==> config.mk <==
export PLATFORM = sky130hd
export DESIGN_NAME = blink_sequencer
export DESIGN_NICKNAME = d
export VERILOG_FILES = /design/src/rtl/blink_sequencer.sv
export SDC_FILE = /design/constraint.sdc
export NUM_CORES = 1
export LEC_CHECK = 0
export ABC_AREA = 1
export BUFFER_PORTS_ARGS = -buffer_cell sky130_fd_sc_hd__buf_2
export CAP_MARGIN = 20
export CORE_MARGIN = 2
export CORE_UTILIZATION = 45
export DETAILED_ROUTE_END_ITERATION = 8
export SLEW_MARGIN = 20
export SYNTH_ARGS = -nofsm -noshare
export SYNTH_HDL_FRONTEND = slang
export SYNTH_SLANG_ARGS = --single-unit
==> constraint.sdc <==
create_clock -name clk_50MHz -period 6.3 [get_ports clk_50MHz]
set_input_delay 0.945 -clock clk_50MHz [delete_from_list [all_inputs] [get_ports clk_50MHz]]
set_output_delay 0.945 -clock clk_50MHz [all_outputs]
set_load 0.02 [all_outputs]
==> src/rtl/blink_sequencer.sv <==
// Programmable LED blink controller: counted or continuous on/off sequencing with a config handshake.
// Define BLINK_PAUSE_EN to add a pause input that freezes a running sequence.
module blink_sequencer #(
    parameter int          CNT_W        = 32,
    parameter int          BLINK_W      = 8,
    parameter int unsigned DEFAULT_HALF = 25000000
) (
    input  logic               clk_50MHz,
    input  logic               set_n,
    input  logic               cfg_valid,
    output logic               cfg_ready,
    input  logic [CNT_W-1:0]   cfg_half,
    input  logic [BLINK_W-1:0] cfg_blinks,
    input  logic               start,
    input  logic               stop,
`ifdef BLINK_PAUSE_EN
    input  logic               pause,
`endif
    output logic               led,
    output logic               tick,
    output logic               busy,
    output logic               done
);

    typedef enum logic [1:0] {
        ST_IDLE = 2'd0,
        ST_ON   = 2'd1,
        ST_OFF  = 2'd2
    } state_t;

    state_t             state, state_next;
    logic [CNT_W-1:0]   count, count_next;
    logic [CNT_W-1:0]   half_reg, half_next;
    logic [BLINK_W-1:0] blinks_reg, blinks_next;
    logic [BLINK_W-1:0] remaining, remaining_next;
    logic               led_next, tick_next, busy_next, done_next;
    logic               hold;
    logic               phase_end;

`ifdef BLINK_PAUSE_EN
    assign hold = pause;
`else
    assign hold = 1'b0;
`endif

    assign phase_end = (count == half_reg - CNT_W'(1));
    assign cfg_ready = (state == ST_IDLE);

    // State register; all outputs are registered alongside it.
    always_ff @(posedge clk_50MHz) begin
        // NOTE: sequential state uses non-blocking assignments so every register
        // samples the pre-edge values regardless of statement order.
        if (!set_n) begin
            state      <= ST_IDLE;
            count      <= '0;
            half_reg   <= CNT_W'(DEFAULT_HALF);
            blinks_reg <= '0;
            remaining  <= '0;
            led        <= 1'b0;
            tick       <= 1'b0;
            busy       <= 1'b0;
            done       <= 1'b0;
        end else begin
            state      <= state_next;
            count      <= count_next;
            half_reg   <= half_next;
            blinks_reg <= blinks_next;
            remaining  <= remaining_next;
            led        <= led_next;
            tick       <= tick_next;
            busy       <= busy_next;
            done       <= done_next;
        end
    end

    // Next-state logic.
    always_comb begin
        // NOTE: every variable gets a default first, so no path can infer a latch.
        state_next     = state;
        count_next     = count;
        half_next      = half_reg;
        blinks_next    = blinks_reg;
        remaining_next = remaining;
        case (state)
            ST_IDLE: begin
                if (cfg_valid) begin
                    half_next   = (cfg_half < CNT_W'(2)) ? CNT_W'(2) : cfg_half;
                    blinks_next = cfg_blinks;
                end
                if (start) begin
                    state_next     = ST_ON;
                    count_next     = '0;
                    remaining_next = cfg_valid ? cfg_blinks : blinks_reg;
                end
            end
            ST_ON, ST_OFF: begin
                if (stop) begin
                    state_next = ST_IDLE;
                    count_next = '0;
                end else if (!hold) begin
                    if (!phase_end) begin
                        count_next = count + CNT_W'(1);
                    end else begin
                        count_next = '0;
                        if (state == ST_ON) begin
                            state_next = ST_OFF;
                        end else if (blinks_reg == '0) begin
                            state_next = ST_ON;
                        end else if (remaining > BLINK_W'(1)) begin
                            state_next     = ST_ON;
                            remaining_next = remaining - BLINK_W'(1);
                        end else begin
                            state_next = ST_IDLE;
                        end
                    end
                end
            end
            default: begin
                state_next = ST_IDLE;
                count_next = '0;
            end
        endcase
    end

    // Output decode; a tick marks every entry into ON or OFF, done only a natural finish.
    always_comb begin
        led_next  = (state_next == ST_ON);
        busy_next = (state_next != ST_IDLE);
        tick_next = (state_next != state) && (state_next != ST_IDLE);
        done_next = (state == ST_OFF) && (state_next == ST_IDLE) && !stop;
    end

endmodule

==> qor.yml <==
yosys_warnings: 0
postSynthCellCount: 899
timing.hold.worst.class: "flop to flop"
reg2regPathDepth: 7
initialDrtViolationCount: 329
worstSetupEndpoint: "half_reg[2]$_SDFFE_PN0P_"
tritoncts: "done"
setup-tns-final_ns: 0
finalWeightedCongestion: 0.881
clock_skew_ns: 0.00902
synth_top_family_by_area: "simple AND/OR/NAND/NOR gates"
globalRoute.totalOverflow: 0
power_leakage_uw: 0.00262
post_cts_resized: 0
peakVddDrop_mv: 0.149
firstDrtPassIters: 5
pwr_per_cell_area_nw_per_um2: 221
grt_use_met2_pct: 41.2
synth-edff-count: 0
critical_path_arrival_ns: 2.99
synthesized_netlist_net_count: 952
numClockSinks: 86
post-route-drc-count: 0
via_count_of_the_first_global_routing_pass: 5290
yosys-mux-area-fraction_pct: 0.348
design.core.area_sq_um: 12600
area_growth_pct: 11.1
power_switching_uw: 430
power_frac_comb_pct: 18.1
design.portCount: 50
final_period_minus_worst_setup_slack_ns: 2.78
clock.fmax_ghz: 0.360
syn_area_per_cell_sq_um: 6.41
dieHeight_um: 117
final_wl_mm: 15.2
synth.cell_area_sq_um: 5760
hold_violations: 0
synth-seq-area-share_pct: 29.9
drt.antenna.violating_nets: 0
crit-reg2reg-launch: "state[1]$_SDFF_PN0_"
ys_seq_elements: 86
maxSlewViolCount: 0
ctsLongestPathBuffers: 2
worst-path-max-fanout: 45
busiest_layer: "met2"
proportion_of_register_bits_with_asynchronous_set_or_reset_after_synthesis_pct: 0
row_count: 41
post_drt_via_cell_ratio: 5.06
clock_power_share_pct: 39.1
clock_tree.htree_level_count: 3
layout_cell_share_with_drive_strength_beyond_1_pct: 13.7
grt_antenna_before_repair: 0
p_sw_share_pct: 30.4
floorplan.die_area_sq_um: 13700
final_net_count: 983
finish.instance_area_sq_um: 6400
ys.flop_type: "dfxtp_1"
routed-via-count: 5597
synth_compound_area_share_pct: 12.1
floorplan_die_width_um: 117
grt_first_pass_wirelength_mm: 25.4
crit_start_category: "flop"
post_synth_num_cell_types: 47
internal_power_summed_over_all_cells_uw: 984
critical_path.endpoint_type: "flop"
clk_latency_ns: 0.36
dp.final_hpwl_mm: 11.6
critPathRequiredTime_ns: 6.51
cts_post_setup_buffers_inserted: 0
post_synth_xor_area_fraction_pct: 6.39
worst-slew-pin-transition_ns: 1.04
detailed_place.area_sq_um: 6090
cts-root-buf: "clkbuf_16"
numPortBuffers: 49
floorplan.initialDensity_pct: 45.8
cts_buffers: 9
synthAdderAreaFrac_pct: 1.74
worstReg2RegEnd: "half_reg[2]$_SDFFE_PN0P_"
reg_power_share_pct: 42.8
antenna_cells_inserted: 0
finalSetupViolations: 0
worst_setup_sp: "state[1]$_SDFF_PN0_"
critPathKind: "flop to flop"
final.period_utilization_pct: 44.1
cts_hold_buf: 0
global_route.usage.met1_pct: 29.9
path_clk_slew_ns: 0.07
maxSlewHeadroom_pct: 30.6
reg2reg_slack_ns: 3.52
post_synth_and_or_nand_nor_area_fraction_pct: 41.3
grt_start_max_net_pins: 54
outcome: "finished, final reports clean"
use_met3_pct: 5.46
timing.max_cap.violations: 0
grtUsageTotal_pct: 23.9
setup_repair_after_global_routing_missed_its_margin: "false"
detail_route.wl_per_cell_um: 13.8
[per-layer routing]
metal / up-vias / share of wire, %
met5: - / 0
met4: 0 / 2.2
met3: 23 / 3.5
met2: 77 / 48
met1: 2517 / 47
li1: 2980 / -
[power by group through the flow]
stage	Combinational, uW	Clock, uW	Sequential [uW]
after floorplan	192	0	609
after global placement	256	0	618
after detailed placement	256	0	618
after CTS	258	568	606
after global routing	295	585	610
final	256	553	606
[cell type report]
type | count | area, sq um
sequential | 86 | 1720
timing repair buffer | 51 | 260
multi-input combinational | 697 | 3570
clock inverter | 6 | 70.1
clock buffer | 10 | 239
fill | 1315 | 6170
tap | 172 | 215
inverter | 85 | 324
[how the worst min path moves through the flow]
stage / start / to / slack [ns] / cells after the start
6_report: blinks_reg[4]$_SDFFE_PN0P_ / blinks_reg[4]$_SDFFE_PN0P_ / 0.49 / 2
5_1_grt: remaining[7]$_SDFFE_PN0P_ / remaining[7]$_SDFFE_PN0P_ / 0.51 / 2
4_1_cts: blinks_reg[6]$_SDFFE_PN0P_ / blinks_reg[6]$_SDFFE_PN0P_ / 0.49 / 2
3_5_place_dp: blinks_reg[4]$_SDFFE_PN0P_ / blinks_reg[4]$_SDFFE_PN0P_ / 0.48 / 2
3_3_place_gp: blinks_reg[5]$_SDFFE_PN0P_ / blinks_reg[5]$_SDFFE_PN0P_ / 0.48 / 2
2_1_floorplan: blinks_reg[4]$_SDFFE_PN0P_ / blinks_reg[4]$_SDFFE_PN0P_ / 0.45 / 2
[cells in the mapped netlist (all sizes together), types with 8 or more instances]
cell    instances  area (sq um)
nor3           15          91.3
nand4          19           119
xor2           25           219
nand2         274          1090
nand3          57           325
a21oi          64           332
o21ai          45           229
nor2          128           579
dfxtp          86          1720
or2             9          56.3
ha              8           100
inv            84           320
clkbuf         26           100
xnor2          17           149
nor4            9          56.3
[placed cells by master (no fill, tap or decap), drive strengths merged]
cell type  count
o22ai          1
clkbuf        10
a31oi          1
nor3b          1
nor3          15
ha             8
bufinv         1
clkinvlp       3
o21ai         45
a32o           1
nand2        274
clkinv         2
nor2         128
dfxtp         86
or2            9
xor2          25
nand4         19
buf           51
xnor2         17
nand3b         7
o211ai         5
mux2i          2
a21oi         64
nand3         57
a211oi         6
inv           85
o2111ai        1
nor4           9
o21bai         2
[per-stage QoR]
stage / cells / hold WS [ns] / setup slack, ns / util (%) / power (uW)
global placement: 1091 / 0.476 / 3.22 / 48.4 / 874
floorplan: 899 / 0.449 / 4.11 / - / 802
CTS: 1107 / 0.490 / 3.47 / 50.9 / 1430
detailed placement: 1091 / 0.480 / 3.18 / 48.4 / 874
global route: 1107 / 0.511 / 3.10 / 50.9 / 1490
finish: 1107 / 0.489 / 3.52 / 50.9 / 1410
[worst max-delay path, cell delays in order (launching register included)]
cell	delay, ns
dfxtp_1	0.43
inv_1	0.11
ha_1	0.25
nand2_1	0.07
buf_4	0.39
clkinv_1	0.85
o21ai_0	0.44
a21oi_1	0.06
[cell families (layout without fill, tap and decap cells)]
logic type	Yosys count	count (layout)
AOI/OAI and AO/OA	126	126
xor gates and xnor gates	42	42
adders and majority gates	8	8
buffers and inverters	116	152
DFF	86	86
muxes	2	2
and+or+nand+nor	519	519
Note: power is estimated with default switching activity, not from simulation.
